## src/rtl/bw_clk_cl_hdr_seq.sv

```systemverilog
// Clock-cluster header sequencer: staggered header enables, delayed cluster
// reset release, reverse-order ramp-down and timed debug-init pulses.
//
// state     | meaning
// ----------+---------------------------------------------------------
// S_IDLE    | all headers off, cluster in reset, waiting for request
// S_RAMP_UP | enabling headers upward, one every STAGGER cycles
// S_HOLD    | all headers on, holding cluster reset for RST_HOLD cycles
// S_RUN     | cluster up, accepting debug-init requests
// S_DBG     | debug-init pulse low for DBG_LEN cycles
// S_RAMP_DN | disabling headers downward, one every STAGGER cycles
module bw_clk_cl_hdr_seq #(
    parameter int NUM_HDR  = 2,
    parameter int STAGGER  = 4,
    parameter int RST_HOLD = 8,
    parameter int DBG_LEN  = 3
) (
    input  logic               rclk,
    input  logic               grst,
    input  logic               cluster_cken_req,
    input  logic               dbginit_req,
    output logic [NUM_HDR-1:0] hdr_cken,
    output logic               cluster_grst_l,
    output logic               dbginit_l,
    output logic               seq_busy,
    output logic               seq_done
);

    localparam int M1      = (STAGGER > RST_HOLD) ? STAGGER : RST_HOLD;
    localparam int CNT_MAX = (M1 > DBG_LEN) ? M1 : DBG_LEN;
    localparam int CW      = $clog2(CNT_MAX + 1);
    localparam int IW      = (NUM_HDR > 1) ? $clog2(NUM_HDR) : 1;

    localparam logic [CW-1:0] CNT_TOP  = CW'(CNT_MAX);
    localparam logic [CW-1:0] STG_TC   = CW'(STAGGER - 1);
    localparam logic [CW-1:0] HOLD_TC  = CW'(RST_HOLD - 1);
    localparam logic [CW-1:0] DBG_TC   = CW'(DBG_LEN - 1);
    localparam logic [IW-1:0] LAST_IDX = IW'(NUM_HDR - 1);

    typedef enum logic [2:0] {
        S_IDLE,
        S_RAMP_UP,
        S_HOLD,
        S_RUN,
        S_DBG,
        S_RAMP_DN
    } state_t;

    state_t              state_q, state_d;
    logic [CW-1:0]       cnt_q, cnt_d;
    logic [IW-1:0]       idx_q, idx_d, idx_inc;
    logic [NUM_HDR-1:0]  hdr_q, hdr_d;
    logic                grst_l_q, grst_l_d;
    logic                dbg_l_q, dbg_l_d;
    logic                dn_entry;

    always_ff @(posedge rclk) begin
        if (grst) begin
            state_q  <= S_IDLE;
            cnt_q    <= '0;
            idx_q    <= '0;
            hdr_q    <= '0;
            grst_l_q <= 1'b0;
            dbg_l_q  <= 1'b1;
        end else begin
            state_q  <= state_d;
            cnt_q    <= cnt_d;
            idx_q    <= idx_d;
            hdr_q    <= hdr_d;
            grst_l_q <= grst_l_d;
            dbg_l_q  <= dbg_l_d;
        end
    end

    always_comb begin
        state_d  = state_q;
        cnt_d    = (cnt_q == CNT_TOP) ? cnt_q : cnt_q + 1'b1;
        idx_d    = idx_q;
        idx_inc  = idx_q + 1'b1;
        hdr_d    = hdr_q;
        grst_l_d = grst_l_q;
        dbg_l_d  = dbg_l_q;
        dn_entry = 1'b0;

        case (state_q)
            S_IDLE: begin
                if (cluster_cken_req) begin
                    hdr_d[0] = 1'b1;
                    idx_d    = '0;
                    state_d  = (NUM_HDR == 1) ? S_HOLD : S_RAMP_UP;
                end
            end
            S_RAMP_UP: begin
                if (!cluster_cken_req) begin
                    dn_entry = 1'b1;
                end else if (cnt_q == STG_TC) begin
                    idx_d          = idx_inc;
                    hdr_d[idx_inc] = 1'b1;
                    cnt_d          = '0;
                    if (idx_inc == LAST_IDX) begin
                        state_d = S_HOLD;
                    end
                end
            end
            S_HOLD: begin
                if (!cluster_cken_req) begin
                    dn_entry = 1'b1;
                end else if (cnt_q == HOLD_TC) begin
                    grst_l_d = 1'b1;
                    state_d  = S_RUN;
                end
            end
            S_RUN: begin
                if (!cluster_cken_req) begin
                    dn_entry = 1'b1;
                end else if (dbginit_req) begin
                    dbg_l_d = 1'b0;
                    state_d = S_DBG;
                end
            end
            S_DBG: begin
                if (!cluster_cken_req) begin
                    dn_entry = 1'b1;
                end else if (cnt_q == DBG_TC) begin
                    dbg_l_d = 1'b1;
                    state_d = S_RUN;
                end
            end
            S_RAMP_DN: begin
                if (cnt_q == STG_TC) begin
                    hdr_d[idx_q] = 1'b0;
                    cnt_d        = '0;
                    if (idx_q == '0) begin
                        state_d = S_IDLE;
                    end else begin
                        idx_d = idx_q - 1'b1;
                    end
                end
            end
            default: state_d = S_IDLE;
        endcase

        // Ramp-down entry drops the top header on the same edge that pulls reset.
        if (dn_entry) begin
            grst_l_d     = 1'b0;
            dbg_l_d      = 1'b1;
            hdr_d[idx_q] = 1'b0;
            if (idx_q == '0) begin
                state_d = S_IDLE;
            end else begin
                idx_d   = idx_q - 1'b1;
                state_d = S_RAMP_DN;
            end
        end

        if (state_d != state_q) begin
            cnt_d = '0;
        end
    end

    assign hdr_cken       = hdr_q;
    assign cluster_grst_l = grst_l_q;
    assign dbginit_l      = dbg_l_q;
    assign seq_busy       = (state_q == S_RAMP_UP) || (state_q == S_HOLD) ||
                            (state_q == S_RAMP_DN);
    assign seq_done       = grst_l_q;

endmodule

```

## config.mk

```make
export PLATFORM = sky130hd
export DESIGN_NAME = bw_clk_cl_hdr_seq
export DESIGN_NICKNAME = d
export VERILOG_FILES = /design/src/rtl/bw_clk_cl_hdr_seq.sv
export SDC_FILE = /design/constraint.sdc
export NUM_CORES = 1
export LEC_CHECK = 0
export CELL_PAD_IN_SITES_DETAIL_PLACEMENT = 0
export CELL_PAD_IN_SITES_GLOBAL_PLACEMENT = 2
export CORE_ASPECT_RATIO = 0.5
export CORE_MARGIN = 4
export CORE_UTILIZATION = 33
export CTS_CLUSTER_DIAMETER = 40
export CTS_CLUSTER_SIZE = 20
export DETAILED_ROUTE_END_ITERATION = 8
export PLACE_DENSITY_LB_ADDON = 0.1
export SLEW_MARGIN = 20
export SYNTH_ARGS = -nofsm -noshare
export SYNTH_HDL_FRONTEND = slang
export SYNTH_SLANG_ARGS = --single-unit
```

## constraint.sdc

```tcl
create_clock -name rclk -period 2.3 [get_ports rclk]
set_input_delay 0.575 -clock rclk [delete_from_list [all_inputs] [get_ports rclk]]
set_output_delay 0.575 -clock rclk [all_outputs]
set_load 0.02 [all_outputs]
```

**Word-level counts from Yosys, hierarchy flattened**

Index checks and enable logic that the tools add are counted.
Widths: inputs -> output; s select.

- Register bits: 12
- Bits of input ports: 4
- Output and inout bits: 6
- Word-level logic and storage cells: 87

- Add/sub/neg operators: 3
- Magnitude comparators: 4
- Equal/unequal tests: 14
- Multiplexer cells: 45
- Bitwise logic cells: 4
- Reductions and logical operators: 11

Operators with widths:

| operator | count |
|---|---|
| $mux 3 | 14 |
| $pmux 3 s6 | 1 |
| $mux 1 | 16 |
| $mux 4 | 3 |
| $eq 4x2->1 const B | 2 |
| $mux 2 | 4 |
| $ne 2x2->1 const B | 4 |
| $pmux 4 s2 | 1 |
| $eq 3x2->1 const B | 2 |
| $eq 3x3->1 const B | 2 |
| $pmux 1 s3 | 2 |
| $reduce_and 5->1 | 1 |
| $add 4x1->4 const B | 1 |
| $and 2x2->2 | 2 |
| $eq 4x3->1 const B | 1 |
| $eq 4x4->1 const B | 1 |
| $lt 1x2->1 const B | 2 |
| $pmux 1 s2 | 2 |
| $reduce_or 2->1 | 2 |
| $reduce_or 4->1 | 1 |
| $eq 3x1->1 const B | 1 |
| $logic_not 3->1 | 1 |
| $ne 3x3->1 | 1 |
| $reduce_and 3->1 | 1 |
| other kinds (9) | 13 |

**Longest topological paths before layout**

- Depth after elaboration: 11
- Depth in mapped cells: 7
- Depth with buffers taken out: 7

**Worst setup path before layout**

OpenSTA, ideal clock, no wires.

- Path type: in2reg
- Start point: in cluster_cken_req
- End point: reg cnt_q[0]
- Library setup time: 0.092 ns
- Arrival time: 1.862 ns
- Required time: 2.208 ns
- Path slack: 0.346 ns
- Stages: 7
- Buffers on the path: 2
- Cells stage by stage: clkbuf_1 > buf_2 > inv_1 > o211ai_1 > a21oi_1 > a2111o_1 > nor4_1

- Word-level cells in the longest chain between the ends: 5
- Elaborated cells between the ends (all ways): 13
- Classes of those cells: 1 x eq/ne; 11 x mux; 1 x reduce/logical

RTL lines:

| what | RTL line | text |
|---|---|---|
| start: declaration | 20 | `input logic cluster_cken_req,` |
| $mux 3, or another cell as far along | 122 | `if (!cluster_cken_req) begin` |
| $pmux 3 s6 or $mux 1 (tied branches) | n/a |  |
| $mux 3 | 144 | `if (dn_entry) begin` |
| $ne 3x3->1 | 156 | `if (state_d != state_q) begin` |
| $reduce_or 2->1 (no source line) | n/a |  |
| end signal: assignment | 67 | `cnt_q <= cnt_d;` |
| end: declaration | 50 | `logic [CW-1:0] cnt_q, cnt_d;` |

Several ways; a longest one is shown, not always the timed one.
A chain may end at the register's enable or synchronous reset.

**Worst setup path after layout**

- Start point: reg state_q[1]
- End point: out seq_busy

- Word-level cells in the longest chain between the ends: 3
- Elaborated cells between the ends (all ways): 5
- Classes of those cells: 3 x eq/ne; 2 x reduce/logical

RTL lines:

| what | RTL line | text |
|---|---|---|
| start: declaration | 49 | `state_t state_q, state_d;` |
| start signal: assignment | 66 | `state_q <= state_d;` |
| $eq 3x1->1 or $eq 3x2->1 (tied branches) | 164 | `assign seq_busy = (state_q == S_RAMP_UP) \|\| (state_q == S_HOLD) \|\|` |
| $logic_or 1x1->1 | 164 |  |
| $logic_or 1x1->1 * | 164 |  |
| end: declaration | 25 | `output logic seq_busy,` |

Mark *: on every way between the ends. The rest lies on a longest branch, timed or not.

==> summary.txt <==
outcome: finished clean
arithmetic-cell share of the synthesized area counting full adders, half adders and majority gates: 5.12%
TritonRoute pass-1 iters: 4
port bufs: 9
met2 usage: 20.7%
Leakage: 0.000448 uW
Synth Area in Simple Gates: 27.8%
Sequential Power Share: 27.7%
WS Path Type: reg2out
unique cell type count in the Yosys netlist: 45
P per Cell Area: 846 nW/um2
met1 routing resource usage after global routing: 20.7%
R2R Path Start: cnt_q[0]
actual transition at the worst max-transition pin: 0.531 ns
Initial Util: 36.2%
final number of max-transition violations: 0
non-filler instance count after layout: 175
first-pass GRT wire length: 4350 um
critical path arrival: 1.63 ns
layout cell share with drive strength beyond 1: 22.5%
launch point of the worst path: state_q[1]
overall fraction of global-route tracks in use: 14.7%
synthesis-to-finish area growth: 26.6%
CTS root buffer: sky130_fd_sc_hd__clkbuf_8
Longest Clk Path Bufs: 2
post-detailed-placement cell area: 1180 um2
total number of nets in the final design: 147
number of storage elements in the synthesis netlist: 12
number of failing hold endpoints at the final stage: 0
Post-Syn Instances: 120
overall die area: 3950 um2
pre-CTS setup slack: -0.268 ns
Die X-Extent: 85.0 um
standard cell core area: 2700 um2
xor-xnor portion of the synthesized cell area: 4.48%
sw power: 415 uW
total detailed-routing wirelength: 2620 um
sequential fraction of the synthesis area: 24.6%
clock network fraction of design power: 22.8%
clock buffers created by TritonCTS: 3
via total after detailed routing: 946
post-synthesis compound-gate area fraction: 27.0%
via count of the first global-routing pass: 880
relative slew slack: 64.5%
crit path launch type: flip-flop
Worst-path clk slew: 0.06 ns
Mapped Avg Cell Area: 8.14 um2
Remaining DRCs: 0
antenna cell count: 0
power share of the combinational group: 49.4%
busiest grt layer: met1
type of element capturing the critical path: output pin
switch share: 39.6%
most frequently used flop master after synthesis: sky130_fd_sc_hd__dfxtp_1
hold wc startpoint: hdr_cken[1]
number of clock sinks: 12
latest clock arrival within the worst-skew pair: 0.24 ns
number of setup violations in the final report: 0
average vias per placed instance: 5.41
utilization of the core after routing: 45.8%
weighted congestion at the end of routability-driven global placement: 0.821
maximum number of pins on one net before global-route repair: 19
Final Instance Area: 1240 um2
CTS tree: yes
global-route congestion overflow total: 0
IO Count: 10
Netlist Area Pre-Place: 977 um2
Clock Skews: 0.000918 ns
met3 demand-to-capacity share in global routing: 5.00%
Wirelength per Cell: 15.0 um
worst path required time: 1.73 ns
cell count after placement: 171
worst min-delay path class: reg2reg
Post-Syn Nets: 128
Int Pwr: 633 uW
count of max-cap constraint violations: 0
total power of the final layout: 1050 uW
detailed-placement wirelength estimate: 2010 um
maximum clock frequency: 453 MHz
final antenna-violating net count: 0
die height: 46.5 um
number of synthesis warnings: 0
multiplexer area fraction after synthesis: 2.05%
Peak supply drop: 0.404 mV
setup repair after global routing missed its margin: false
Max Fanout on Critical Path: 4
antenna violations before repair: 0
count of standard-cell rows: 13
DRC violation total after the first TritonRoute iteration: 95
async set-or-reset flop fraction in the synthesized netlist: 0%
main combinational cell family by area after synthesis: simple AND/OR/NAND/NOR gates
top library cells by usage in the layout, fill and taps aside: sky130_fd_sc_hd__buf_4 (17), sky130_fd_sc_hd__nor2_1 (13), sky130_fd_sc_hd__dfxtp_1 (11)
min cycle time layout: 2.21 ns
most common cell after layout, fill and taps aside: sky130_fd_sc_hd__buf_4
htree depth: 1
count of flip-flops with a built-in enable after synthesis: 0
least setup slack across all paths after layout: 0.0922 ns
share of the cycle needed by the critical path after routing: 96.0%
==> worst max-delay path: stages (launching register included) <==
cell and delay [ns]:
sky130_fd_sc_hd__dfxtp_1 0.32, sky130_fd_sc_hd__inv_1 0.08, sky130_fd_sc_hd__nor2_1 0.20, sky130_fd_sc_hd__nand2_1 0.07, sky130_fd_sc_hd__o21ai_0 0.08, sky130_fd_sc_hd__clkdlybuf4s50_1 0.63
==> registers in the layout, indices dropped and copies added, names as in the netlist <==
| signal | cells |
|---|---|
| idx_q | 1 |
| cluster_grst_l | 1 |
| dbginit_l | 1 |
| hdr_cken | 2 |
| state_q | 3 |
| cnt_q | 4 |
==> area by class of cell <==
type	count	area, um2
inverter	7	26.3
fill	279	1460
clock buffer	4	55.1
timing repair buffer	26	216
multi-input combinational	89	652
sequential	12	241
tap	37	46.3
==> through the flow <==
step	setup TNS [ns]	hold WS [ns]
4_1_cts	0	0.589
3_5_place_dp	-1.02	0.577
3_3_place_gp	-0.751	0.547
2_1_floorplan	0	0.599
5_1_grt	0	0.622
6_report	0	0.582
==> synth_stat cells, drive strengths merged, types with 2 or more instances <==
| library cell | n | area share [%] |
|---|---|---|
| nor3 | 3 | 1.5 |
| a2111oi | 3 | 2.8 |
| nand3 | 2 | 1.0 |
| o21bai | 3 | 2.3 |
| buf | 8 | 4.6 |
| nand4bb | 3 | 3.5 |
| xor2 | 2 | 1.8 |
| o31ai | 2 | 1.5 |
| o21ai | 4 | 2.0 |
| xnor2 | 3 | 2.7 |
| clkbuf | 4 | 1.7 |
| dfxtp | 12 | 25 |
| mux2i | 2 | 2.0 |
| or3b | 3 | 2.7 |
| a2bb2oi | 2 | 1.8 |
| nor2b | 3 | 1.9 |
| inv | 7 | 2.7 |
| nor2 | 13 | 5.0 |
| nand2 | 5 | 1.9 |
| ha | 4 | 5.1 |
| a21oi | 4 | 2.0 |
| and2 | 2 | 1.4 |
| o22a | 2 | 1.8 |
| a221oi | 4 | 4.2 |
| nor4 | 7 | 4.5 |
==> logic make-up after synthesis <==
group,after synthesis
AOI/OAI and AO/OA,33
xor gates and xnor gates,5
adders and majority gates,4
buffers and inverters,19
DFF,12
muxes,2
and+or+nand+nor,45
==> timing repair <==
item | CTS | global route
hold buffers | 0 | 0
setup buffers | 0 | 0
gates resized for setup | 2 | 1
hold endpoints to repair | 0 | 0
setup endpoints to repair | 4 | 4
==> layer usage <==
layer | vias up | routed length [um] | part of all wire [%]
met5 | - | 0 | 0
met4 | 0 | 25 | 0.96
met3 | 2 | 146 | 5.6
met2 | 21 | 1070 | 41
met1 | 442 | 1370 | 52
li1 | 481 | - | -
==> worst paths after layout <==
kind	to	slack (ns)	depth (start not counted)
max	seq_busy	0.09	5
min	hdr_cken[1]	0.58	3
max reg2reg	cnt_q[3]	0.16	7
min reg2reg	hdr_cken[1]	0.58	3
==> power groups by stage <==
stage	Sequential [uW]	Combinational, uW	Clock, uW
after floorplan	274	360	0
after global placement	290	507	0
after detailed placement	292	515	0
after CTS	289	516	247
after global routing	298	571	257
final	291	518	239
Note: power is estimated with default switching activity, not from simulation.
==> RTL change, RTL diff (same settings) <==
The 6 states of `state_t` get a one-hot encoding in 6 bits.
--- a/src/rtl/bw_clk_cl_hdr_seq.sv
+++ b/src/rtl/bw_clk_cl_hdr_seq.sv
@@ -37,13 +37,13 @@
     localparam logic [CW-1:0] DBG_TC   = CW'(DBG_LEN - 1);
     localparam logic [IW-1:0] LAST_IDX = IW'(NUM_HDR - 1);
 
-    typedef enum logic [2:0] {
-        S_IDLE,
-        S_RAMP_UP,
-        S_HOLD,
-        S_RUN,
-        S_DBG,
-        S_RAMP_DN
+    typedef enum logic [5:0] {
+        S_IDLE    = 6'b000001,
+        S_RAMP_UP = 6'b000010,
+        S_HOLD    = 6'b000100,
+        S_RUN     = 6'b001000,
+        S_DBG     = 6'b010000,
+        S_RAMP_DN = 6'b100000
     } state_t;
 
     state_t              state_q, state_d;
Check against the original RTL: no difference found for any inputs over 10 cycles, from zero or initial values and one cycle with grst high; not proved beyond that.
==> RTL change against the original RTL <==
- total power decreased by 14%
- wire length up 43%
- sequential cell count up 3
- clock skew is 0.00058 ns higher
- synthesized cell count grew 21%
- die area up 20%
- worst setup slack got worse by 0.076 ns
- non-clock buffer count up 32
- highest routed layer unchanged
- clock power is 6% lower
- final area up 47%
- cell count up 41%
- sequential power grew 1%
- synthesized area rose by 24%
==> RTL change: results (changes against the original RTL) <==
[run_status]
status = completed

[place]
dpl.hpwl_um = 2950  ; +47%
place_area_um2 = 1610  ; +36%
placed_cells = 237  ; +39%
dp_slack_ns = -0.258  ; +0.0102 ns
place_congestion = 0.858  ; +4.6%

[final_layout]
top_register = state_q
final_nets = 204  ; +39%
drive_gt1_frac = 0.410  ; +0.186
n_fill_cell = 331  ; +19%
largest_reg_flops = 6  ; +2

[power]
sw_frac_of_total = 0.352  ; -0.0437
p_comb_w = 0.000383  ; -26%
pwr-share-clk = 0.249  ; +0.021
power_leakage_nw = 0.673  ; +50%
vdd_drop_max_uv = 221  ; -45%
p_total_w = 0.000902  ; -14%
power_density_nw_per_um2 = 494  ; -42%

[logic_synthesis]
yosys-top-cells-count = dfxtp_1, nor2_1, a21oi_1
synthesis.nets = 153  ; +20%
postSynthAreaPerCell_um2 = 8.33  ; +2.3%
ys_seq_area_frac = 0.249  ; +0.00287
yosys-top-cells-area = dfxtp_1, a21oi_1, ha_1

[sta]
period_needed_ns = 2.28  ; +0.0762 ns
clock_skew_ns = 0.00149  ; +0.000575 ns
tightest_slew_ns = 0.496  ; -0.0354 ns

[global_route]
grt_max_degree = 12  ; -7
grt_pass1_vias = 1236  ; +40%
grt_pass1_wl_um = 6200  ; +42%
grtUsageMet1 = 0.260  ; +0.0527
track_usage = 0.172  ; +0.0251
grt_use_met3 = 0.0404  ; -0.00958
met2_usage = 0.243  ; +0.0358

[setup_path]
path_max_fanout = 7  ; +3
cp_slowest_stage_delay_ns = 0.52  ; -0.11 ns
critPathArrivalTime_ns = 2.41  ; +0.78 ns
crit_path_top_delay_cell = or4_4
rrSetupSlack_ns = 0.02  ; -0.14 ns

[routing]
routed_wl_um = 3760  ; +43%
via_count = 1280  ; +35%
wl_met2_um = 1580  ; +47%
viasPerCell = 5.20  ; -3.7%
drt-met1-wl_um = 1930  ; +41%
drt_iter0_markers = 91  ; -4.2%
dr.pass1.iters = 4  ; unchanged
wl_met3_um = 229  ; +57%

-- RTL change: timing repair --
action | CTS | global route
pin swaps | 9 | 7
setup buffers | 3 | 3
gates cloned | 0 | 0
resized for setup | 13 | 15
setup endpoints to repair | 5 | 9
-- RTL change: final timing paths --
check                           startpoint   endpoint  depth (start not counted)
worst max-delay path            state_q[2]   cnt_q[3]                          7
worst min-delay path             dbginit_l  dbginit_l                          2
worst max register to register  state_q[2]   cnt_q[3]                          7
worst min register to register   dbginit_l  dbginit_l                          2
-- RTL change: cell type report --
cell class / count / share of cell area
tap: 51 / 0.0350
multi-input combinational: 110 / 0.497
inverter: 8 / 0.0165
sequential: 15 / 0.169
clock buffer: 4 / 0.0247
timing repair buffer: 58 / 0.259
-- RTL change: kinds of logic (layout without fill, tap and decap cells) --
family          after synthesis  count (layout)  synth area share
mux                           1               1           0.00829
buf+inv                      20              70            0.0953
flops                        15              15             0.249
fa+ha+maj                     4               4            0.0415
simple gates                 62              62             0.319
xor+xnor                      4               4            0.0290
compound gates               39              39             0.258
